`src/rtl/bcd_char_pkg.sv`:
```
// Shared types and constants for the BCD-to-ASCII character serialiser.
package bcd_char_pkg;

  typedef enum logic [1:0] {
    IDLE  = 2'd0,
    SEND  = 2'd1,
    TRAIL = 2'd2,
    FIN   = 2'd3
  } state_e;

  localparam int          NUM_DIGITS = 5;
  localparam int          BCD_W      = 19;
  localparam int          IDX_W      = 3;
  localparam logic [7:0]  ASCII_ZERO = 8'h30;
  localparam logic [7:0]  ASCII_BAD  = 8'h3F;

endpackage

```
`src/rtl/bcd_digit_to_ascii.sv`:
```
// Combinational BCD digit to ASCII mapping; non-decimal codes become '?'.
module bcd_digit_to_ascii
  import bcd_char_pkg::*;
(
  input  logic [3:0] digit,
  output logic [7:0] ascii
);

  // Map 0..9 onto '0'..'9', anything else onto '?'
  always_comb begin
    ascii = ASCII_BAD;
    if (digit <= 4'd9) begin
      ascii = ASCII_ZERO + {4'h0, digit};
    end else begin
      ascii = ASCII_BAD;
    end
  end

endmodule

```
`src/rtl/bcd_char_ser.sv`:
```
// Serialises a captured 5-digit BCD value MS digit first into a character FIFO.
// Optional macro BCD_CHAR_SER_LZ_SUPPRESS_EN drops leading zero digits.
module bcd_char_ser
  import bcd_char_pkg::*;
#(
  parameter bit         TRAIL_ON   = 1'b1,
  parameter logic [7:0] TRAIL_CHAR = 8'h20
) (
  input  logic             clk_rx,
  input  logic             rst_clk_rx_n,
  input  logic             start,
  input  logic [BCD_W-1:0] bcd_in,
  output logic [7:0]       char_data,
  output logic             char_valid,
  input  logic             char_ready,
  output logic             busy,
  output logic             done
);

  localparam logic [IDX_W-1:0] TOP_IDX = IDX_W'(NUM_DIGITS - 1);

  state_e           state_r, state_s;
  logic [IDX_W-1:0] idx_r, idx_s, start_idx_s;
  logic [BCD_W-1:0] shadow_r, shadow_s;
  logic [3:0]       digit_s;
  logic [7:0]       ascii_s;
  logic [7:0]       char_data_r, char_data_s;
  logic             char_valid_r, char_valid_s;
  logic             busy_r, busy_s;
  logic             done_r, done_s;
  logic             xfer_s;

  // First digit position to emit for a freshly captured value
  always_comb begin
`ifdef BCD_CHAR_SER_LZ_SUPPRESS_EN
    start_idx_s = 3'd0;
    if (bcd_in[18:16] != 3'd0) begin
      start_idx_s = 3'd4;
    end else if (bcd_in[15:12] != 4'd0) begin
      start_idx_s = 3'd3;
    end else if (bcd_in[11:8] != 4'd0) begin
      start_idx_s = 3'd2;
    end else if (bcd_in[7:4] != 4'd0) begin
      start_idx_s = 3'd1;
    end else begin
      start_idx_s = 3'd0;
    end
`else
    start_idx_s = TOP_IDX;
`endif
  end

  // Next-state, index and shadow update
  always_comb begin
    state_s  = state_r;
    idx_s    = idx_r;
    shadow_s = shadow_r;
    xfer_s   = char_valid_r & char_ready;
    case (state_r)
      IDLE: begin
        if (start) begin
          shadow_s = bcd_in;
          idx_s    = start_idx_s;
          state_s  = SEND;
        end else begin
          state_s  = IDLE;
        end
      end
      SEND: begin
        if (xfer_s && (idx_r != 3'd0)) begin
          idx_s = idx_r - 3'd1;
        end else if (xfer_s) begin
          if (TRAIL_ON) begin
            state_s = TRAIL;
          end else begin
            state_s = FIN;
          end
        end else begin
          state_s = SEND;
        end
      end
      TRAIL: begin
        if (xfer_s) begin
          state_s = FIN;
        end else begin
          state_s = TRAIL;
        end
      end
      FIN: begin
        state_s = IDLE;
        idx_s   = TOP_IDX;
      end
      default: begin
        state_s = IDLE;
        idx_s   = TOP_IDX;
      end
    endcase
  end

  // Digit selected by the next index so the character can be registered
  always_comb begin
    case (idx_s)
      3'd4:    digit_s = {1'b0, shadow_s[18:16]};
      3'd3:    digit_s = shadow_s[15:12];
      3'd2:    digit_s = shadow_s[11:8];
      3'd1:    digit_s = shadow_s[7:4];
      3'd0:    digit_s = shadow_s[3:0];
      default: digit_s = 4'h0;
    endcase
  end

  bcd_digit_to_ascii u_digit_to_ascii (
    .digit (digit_s),
    .ascii (ascii_s)
  );

  // Output values for the upcoming state; stalls leave everything unchanged
  always_comb begin
    char_data_s  = 8'h00;
    char_valid_s = 1'b0;
    busy_s       = 1'b0;
    done_s       = 1'b0;
    case (state_s)
      SEND: begin
        char_data_s  = ascii_s;
        char_valid_s = 1'b1;
        busy_s       = 1'b1;
      end
      TRAIL: begin
        char_data_s  = TRAIL_CHAR;
        char_valid_s = 1'b1;
        busy_s       = 1'b1;
      end
      FIN: begin
        done_s = 1'b1;
      end
      default: begin
        char_data_s = 8'h00;
      end
    endcase
  end

  // State and registered outputs
  always_ff @(posedge clk_rx or negedge rst_clk_rx_n) begin
    if (!rst_clk_rx_n) begin
      state_r      <= IDLE;
      idx_r        <= TOP_IDX;
      shadow_r     <= {BCD_W{1'b0}};
      char_data_r  <= 8'h00;
      char_valid_r <= 1'b0;
      busy_r       <= 1'b0;
      done_r       <= 1'b0;
    end else begin
      state_r      <= state_s;
      idx_r        <= idx_s;
      shadow_r     <= shadow_s;
      char_data_r  <= char_data_s;
      char_valid_r <= char_valid_s;
      busy_r       <= busy_s;
      done_r       <= done_s;
    end
  end

  assign char_data  = char_data_r;
  assign char_valid = char_valid_r;
  assign busy       = busy_r;
  assign done       = done_r;

endmodule

```
`config.mk`:
```
export PLATFORM = sky130hd
export DESIGN_NAME = bcd_char_ser
export DESIGN_NICKNAME = d
export VERILOG_FILES = /design/src/rtl/bcd_char_pkg.sv /design/src/rtl/bcd_digit_to_ascii.sv /design/src/rtl/bcd_char_ser.sv
export SDC_FILE = /design/constraint.sdc
export NUM_CORES = 1
export LEC_CHECK = 0
export CORE_ASPECT_RATIO = 0.9
export CORE_MARGIN = 2
export CORE_UTILIZATION = 54
export DETAILED_ROUTE_END_ITERATION = 10
export HOLD_SLACK_MARGIN = 0.06
export MAX_ROUTING_LAYER = met4
export PLACE_DENSITY = 0.87
export RECOVER_POWER = 50
export SLEW_MARGIN = 10
export SYNTH_ARGS = -nofsm -noshare
export SYNTH_HDL_FRONTEND = slang
export SYNTH_SLANG_ARGS = --single-unit
```
`constraint.sdc`:
```
create_clock -name clk_rx -period 4.95 [get_ports clk_rx]
set_input_delay 0.7425 -clock clk_rx [delete_from_list [all_inputs] [get_ports clk_rx]]
set_output_delay 0.7425 -clock clk_rx [all_outputs]
set_load 0.1 [all_outputs]
```
# Yosys cells after proc, flatten, opt, wreduce, memory -nomap -nowiden
# Index checks and enable logic that the tools add are counted.
[classes] n_addsub=2 order_cmp=1 n_eq_ne=10 muxes=15 n_bitwise=1 n_reduce_logical=5
[ops] op="2-to-1 mux 19 bit" n=2
[ops] op="one-hot mux 4 bit (5 select lines)" n=1
[ops] op="one-hot mux 8 bit (2 select lines)" n=1
[ops] op="one-hot mux 3 bit (3 select lines)" n=1
[ops] op="== test 2 bit (second input constant)" n=4
[ops] op="2-to-1 mux 8 bit" n=1
[ops] op="one-hot mux 2 bit (4 select lines)" n=1
[ops] op="adder 6 x 4 -> 7 bit (first input constant)" n=1
[ops] op="== test 3 x 2 -> 1 bit (second input constant)" n=2
[ops] op="2-to-1 mux 3 bit" n=2
[ops] op="== test 2 x 1 -> 1 bit (second input constant)" n=2
[ops] op="less-or-equal comparator 4 bit (second input constant)" n=1
[ops] op="2-to-1 mux 1 bit" n=4
[ops] op="2-to-1 mux 2 bit" n=2
[ops] op="== test 3 x 1 -> 1 bit (second input constant)" n=1
[ops] op="== test 3 bit (second input constant)" n=1
[ops] op="zero test 3 bit" n=1
[ops] op="nonzero test 3 bit" n=1
[ops] op="subtractor 3 x 1 -> 3 bit (second input constant)" n=1
[ops] op="zero test 2 bit" n=1
[ops] op="OR reduction 2 bit" n=1
[ops] op="bitwise AND 1 bit" n=1
[ops] op="logical AND 1 bit" n=1
[totals] ff_bits=34 in_bits=23 output_inout_bits=11 elab_cells=40

# Longest topological paths before layout
# Gate-level depths: netlist (run 1).
[depth] ltp_word=9 mapped_depth=10 mapped_depth_nobuf=10

# Modules after synthesis
# Synthesis (run 1) repeated with hierarchy kept, for this count alone.
[hier_totals] cells_unflattened=134 hier_area_um2=1679.1
[modules_own_cells] module="bcd_char_ser" n_inst=1 cells_each=123 area_per_inst_um2=1611.5
[modules_own_cells] module="bcd_digit_to_ascii" n_inst=1 cells_each=11 area_per_inst_um2=67.6

# Worst setup path before layout (run 1)
# Ideal clock, no wire load.
[synth_timing] path_kind="reg-to-reg" start="reg, netlist name char_data[5]" end="reg char_data_r[0], in the netlist char_data[0]" setup_time_ns=0.096 t_arrival_ns=2.571 slack_ns=2.283 stages_incl_launch_ff=8 path_cell_list="dfrtp_1 -> nand2_2 -> nor4_4 -> nor4_1 -> a211o_1 -> and2_1 -> o221a_1 -> a311oi_2"
[synth_rtl] item="to (signal assigned)" line="bcd_char_ser.sv:157" source="char_data_r <= char_data_s;"
[synth_rtl] item="to (decl)" line="bcd_char_ser.sv:27" source="logic [7:0] char_data_r, char_data_s;"

# Worst setup path after layout (run 1)
[layout_timing] start="in start" end="reg char_data_r[0], in the netlist char_data[0]"
[layout_via] word_cells_on_any_way=18 cone_classes="1 x add/sub; 1 x order compare; 6 x eq/ne; 9 x mux; 1 x reduce/logical"
[layout_rtl] item="from (decl)" line="bcd_char_ser.sv:11" source="input logic start,"
[layout_rtl] item="2-to-1 mux 19 bit" line="bcd_char_ser.sv:61" source="if (start) begin"
[layout_rtl] item="2-to-1 mux 19 bit" line="bcd_char_ser.sv:59" source="case (state_r)"
[layout_rtl] item="net shadow_s[3]" line="bcd_char_ser.sv:24" source="logic [BCD_W-1:0] shadow_r, shadow_s;"
[layout_rtl] item="one-hot mux 4 bit (5 select lines)" line="bcd_char_ser.sv:102" source="case (idx_s)"
[layout_rtl] item="less-or-equal comparator 4 bit" line="bcd_digit_to_ascii.sv:12" source="if (digit <= 4'd9) begin"
[layout_rtl] item="2-to-1 mux 8 bit" line="bcd_digit_to_ascii.sv:12"
[layout_rtl] item="one-hot mux 8 bit (2 select lines)" line="bcd_char_ser.sv:123" source="case (state_s)"
[layout_rtl] item="net char_data_s[0]" line="bcd_char_ser.sv:27"
# The timed path passes the listed nets, and every way through them passes these cells.

==> reports/metrics.cfg, run 1 <==
[pwr]
sw_frac_of_total_pct=46.4
pwr-share-clk_pct=13.8
leakage_uw=0.000897
power.switching_uw=691
power_uw=1490
comb_power_share_pct=57.8
p_per_area_mw_per_mm2=722
ir_drop_mv=0.325
internal-power_uw=798
p_seq_share_pct=28.4

[final_layout]
syn_to_final_growth_pct=24.5
fin_nets=209
n_fill_cell=244
layout_common_cells=dfrtp_1 (30), clkdlybuf4s50_1 (30), inv_1 (19)
layout-drive-gt1-share_pct=16.5
n_antenna_cell=0

[yosys]
async_flop_share_pct=100
synth_area_per_cell_um2=11.3
yosysSeqAreaShare_pct=46.9
synth_ff_type=dfrtp_1
synth_area_mm2=0.00166
yosys_warnings=0
syn_inst=147
ys_types=48
ys_seq_elements=31
synth_edf_count=0

[floorplanning]
dieHeight_um=56.5
die-area_mm2=0.00352
die_w_um=62.4
start_util_pct=55.3
pin_count=34
rows=19
core_area_mm2=0.00300

[global_routing]
grt_pass1_vias=1227
grt_max_degree=32
antenna_found_initial=0
overflow=0
grt_usage_pct=21.8
grt_first_pass_wirelength_mm=5.55

[critical_path]
end_kind=register
critical_path.startpoint=start
rrSetupSlack_ps=2160
reg2reg_depth=10
arrival_ps=3240
crit_type=in2reg
required_ps=5170
timing.rr.start=idx_r[1]
critPathMaxFanout=9
r2r-end=char_data[0]
crit_end=char_data[0]
start_kind=input pin

[routing]
drt_iter0_drc=49
drc_errors=0
drt-total-wl_mm=3.26
wl_per_cell_um=14.5
drtPass1Iterations=4
postRouteAntennaNets=0
vias=1185
via_per_inst=5.29

[sta]
max_slew_margin_pct=-6.35
fin_crit_sh_pct=60.9
min_period_ps=3010
finalSetupTns_ps=0
timing.fmax_ghz=0.332
setup_violations=0
fin_worst_skew_ps=15.9
max_slew.worst_pin.slew_ps=1600
rsz0062_at_grt=no
maxSlewViolCount=32
hold_viol_final=0

[placement]
portBuffers=31
gp_congestion=0.799
hpwl_mm=2.49

[cts]
cts_tree=yes
clk_latency_ps=350
cts_htree_levels=2
cts.sinks=31
hold_buffers=0
post-cts-setup-buffers=0
clk_path_buf_depth=2
cts_made_buffers=5
cts-root-buf=clkbuf_4
path_clk_slew_ps=100
post_cts_resized=0

[flow_run]
cap_violations=1

[run_status]
outcome=complete, but fails checks
violations=max-capacitance violations, max-slew violations

[min_path]
min_path_type=reg2reg
hp-start=shadow_r[18]

worst max-delay path, cell delays in order:
cell,delay [ps]
clkdlybuf4s50_1,490
nor3b_2,630
mux2_2,420
or4_1,410
nand4_1,130
and2_1,160
o221a_1,200
a311oi_2,50
registers in the layout, summed over array words and instances, names as in the netlist:
signal     count
char_data      6
done           1
idx_r          3
shadow_r      19
state_r        2
final cells by class:
type	count	area, um2	area share [%]
Sequential cell	31	777	37.7
Tap cell	42	52.6	2.55
Inverter	19	71.3	3.46
Timing Repair Buffer	33	322	15.6
Multi-Input combinational cell	91	752	36.5
Clock inverter	2	35.0	1.70
Clock buffer	6	51.3	2.49
per-stage QoR:
step / cells / util [%] / setup slack (ps) / area (um2) / hold slack [ps]
3_3_place_gp: 216 / 66.1 / 1680 / 1980 / 459
2_1_floorplan: 148 / - / 2280 / 1660 / 439
4_1_cts: 224 / 69.0 / 1970 / 2070 / 493
6_report: 224 / 68.8 / 1940 / 2060 / 494
5_1_grt: 224 / 68.8 / 1810 / 2060 / 520
3_5_place_dp: 216 / 66.1 / 1610 / 1980 / 468
routing by layer:
metal  global-route usage (%)  part of all wire [%]  up-vias
met2                     34.5                    48       35
met5                        -                     0        -
met4                     11.1                   2.8        0
met1                     24.5                    43      565
li1                         -                     -      579
met3                     8.02                   6.5        6
logic make-up (layout without fill, tap and decap cells):
kind of cell / Yosys count / count (layout) / synth area share (%)
simple gates: 37 / 37 / 15.0
flops: 31 / 31 / 46.9
buf+inv: 26 / 60 / 7.71
compound gates: 25 / 25 / 12.2
mux: 22 / 22 / 14.1
fa+ha+maj: 5 / 5 / 3.78
other cells: 1 / 2 / 0.227
synth_stat cells, types with 2 or more instances:
library cell / number / area share (%)
buf_4: 6 / 2.7
mux2i_1: 14 / 8.5
nor2_1: 2 / 0.45
o21a_1: 3 / 1.4
mux2_2: 6 / 4.1
or4_1: 2 / 0.91
or3_1: 2 / 0.76
inv_1: 18 / 4.1
nand2_1: 6 / 1.4
a31oi_1: 2 / 0.76
o21ai_0: 5 / 1.5
nor2b_1: 2 / 0.76
and2_1: 2 / 0.76
a21oi_1: 3 / 0.91
ha_1: 5 / 3.8
dfrtp_1: 30 / 45
nand3_1: 4 / 1.2
nor3_1: 3 / 0.91
nor4_1: 3 / 1.1
how the worst min path moves through the flow:
stage	cells past startpoint	endpoint
after floorplan	2	shadow_r[17]
after detailed placement	2	shadow_r[18]
final	2	shadow_r[18]
after CTS	2	shadow_r[18]
after global placement	2	shadow_r[18]
after global routing	2	shadow_r[4]
power groups by stage:
stage               clock network [uW]  registers (uW)  logic, uW
CTS                                210             425        864
floorplan                            0             532        578
global route                       218             438        932
finish                             205             423        861
global placement                     0             422        825
detailed placement                   0             431        860
Power figures use the tool's default switching activity.
==> inputs of run 2 (changes only) <==
Settings changed: CORE_UTILIZATION 54 to 50, PLACE_DENSITY 0.87 to 0.81.
Clock period 4.95 ns to 3.13 ns, I/O delays scaled along.
==> run 2 against run 1 <==
Effect of this change:
- the flow still finishes with violations (max-capacitance violations, max-slew violations)
- first-iteration DRC count fell by 51%
- critical path type is now reg2reg
- power is 59% higher
- sequential share of layout area increased by 0.25 points
- largest cell class unchanged
- largest power group unchanged
- sequential power rose by 59%
- clock power rose by 68%
- via count up 4.0%
- worst setup slack got worse by 1400 ps
==> reports/metrics.cfg, run 2 (synthesized netlist as in run 1, its figures left out) <==
[sta]
timing.fmax_ghz=0.381
max_slew_margin_pct=-4.75  ; +1.6 points
max_slew.worst_pin.slew_ps=1570  ; -23.9 ps
fin_crit_sh_pct=83.8
finalSetupTns_ps=0  ; unchanged
min_period_ps=2620
hold_viol_final=0  ; unchanged
maxSlewViolCount=32  ; unchanged
setup_violations=0  ; unchanged
fin_worst_skew_ps=3.36  ; -12.5 ps
finalWorstSetupSlack_ps=508  ; -1430 ps
rsz0062_at_grt=no
hold_slack_ps=484  ; -10.4 ps

[cts]
cts_made_buffers=5  ; unchanged
cts_htree_levels=2  ; unchanged
post_cts_resized=0  ; unchanged
clk_path_buf_depth=2  ; unchanged
post-cts-setup-buffers=0  ; unchanged
cts_tree=yes
path_clk_slew_ps=60  ; -40 ps
cts.sinks=31  ; unchanged
clk_latency_ps=280  ; -70 ps
hold_buffers=0  ; unchanged
cts-root-buf=clkbuf_8

[critical_path]
critical_path.startpoint=idx_r[1]
critPathMaxFanout=7  ; -2
arrival_ps=2810  ; -430 ps
timing.rr.start=idx_r[1]
critPathTopFamily=simple AND/OR/NAND/NOR gates
rrSetupSlack_ps=510  ; -1650 ps
crit_top_cell=inv_1
crit_chain=inv_1, ha_1, nor2b_2, nor3_1, o21ai_2, and2_1, inv_1, nor4_1, nor2_1, a311oi_2
slowest_delay_ps=440  ; -190 ps
r2r-end=char_data[0]
reg2reg_depth=10  ; unchanged
crit_type=reg2reg
cp_slowest_cell=nor4_1
start_kind=register
end_kind=register
required_ps=3320  ; -1850 ps
critPathBufInv=2  ; +1

[floorplanning]
start_util_pct=53.2  ; -2.1 points
die-area_mm2=0.00379  ; +7.5%
rows=19  ; unchanged
core_area_mm2=0.00311  ; +4.0%
pin_count=34  ; unchanged
die_w_um=64.7  ; +3.7%
dieHeight_um=58.6  ; +3.6%

[pwr]
p_per_area_mw_per_mm2=1160  ; +60%
power_uw=2370  ; +59%
ir_drop_mv=0.559  ; +72%
leakage_uw=0.000900  ; +0.29%

[routing]
drtPass1Iterations=5  ; +1
vias=1232  ; +4.0%
drc_errors=0  ; unchanged
via_per_inst=5.48  ; +3.5%
postRouteAntennaNets=0  ; unchanged
wl_per_cell_um=14.5  ; -0.11%
drt-total-wl_mm=3.27  ; +0.34%
drt_iter0_drc=24  ; -51%

[run_status]
outcome=complete, but fails checks
violations=max-capacitance violations, max-slew violations

[final_layout]
layout-drive-gt1-share_pct=20.2  ; +3.7 points
n_antenna_cell=0  ; unchanged
top_register=shadow_r
syn_to_final_growth_pct=23.7
largest_reg_flops=19  ; unchanged
layout_common_cells=dfrtp_1 (30), clkdlybuf4s50_1 (21), inv_1 (18)
final_common_cell=dfrtp_1
fin_nets=210  ; +0.48%

[min_path]
min_path_cells=2  ; unchanged
hold_end=shadow_r[0]
min_path_type=reg2reg
hp-start=shadow_r[0]

[placement]
gp_congestion=0.830  ; +3.9%
portBuffers=31  ; unchanged
dp_slack_ps=366  ; -1240 ps
hpwl_mm=2.42  ; -2.7%

[global_routing]
grt_first_pass_wirelength_mm=5.45  ; -1.9%
grt_max_degree=32  ; unchanged
grt_usage_pct=19.9  ; -1.9 points
grt_pass1_vias=1203  ; -2.0%
overflow=0  ; unchanged
antenna_found_initial=0  ; unchanged

[flow_run]
cap_violations=1  ; unchanged

==> run 2: worst reg2reg max path, delay by kind of cell, from the launching register on <==
kind | cells | cell delay, ps
buffers and inverters | 2 | 270
AND/OR/NAND/NOR | 5 | 1220
adder cells (fa/ha/maj) | 1 | 190
AO/OA/AOI/OAI | 2 | 450
flip-flops | 1 | 400
==> run 2: how the worst max path moves through the flow <==
stage / end / slack, ps / cells after the start
finish: char_data[0] / 510 / 10
floorplan: char_data[0] / 460 / 7
global placement: char_data[0] / 480 / 8
detailed placement: char_data[0] / 370 / 9
CTS: char_data[0] / 550 / 10
global route: char_data[0] / 260 / 10
==> run 2: per-stage QoR <==
step | util (%) | cell area, um2 | std cells
floorplan | - | 1660 | 148
global placement | 63.1 | 1970 | 217
detailed placement | 63.1 | 1970 | 217
CTS | 66.3 | 2070 | 225
global route | 65.7 | 2050 | 225
finish | 65.7 | 2050 | 225
==> run 2: cell type report <==
class / count / area (um2)
clock buffers: 8 / 100
inverters: 19 / 71.3
fillers: 263 / 1070
multi-input cells: 91 / 754
well taps: 42 / 52.6
repair buffers: 34 / 292
flip-flops and latches: 31 / 777
==> run 2: per-layer routing <==
metal | vias up | global-route usage, % | wire length [um]
li1 | 581 | - | -
met1 | 606 | 23.4 | 1460
met2 | 40 | 33.0 | 1570
met3 | 5 | 6.50 | 185
met4 | 0 | 5.78 | 48
met5 | - | - | 0
==> run 2: where the power goes <==
part           switching, uW  internal (uW)  leakage [uW]
clock                    144            200     0.0000515
sequential              83.6            588      0.000373
combinational            882            471      0.000475
total                   1110           1260      0.000900
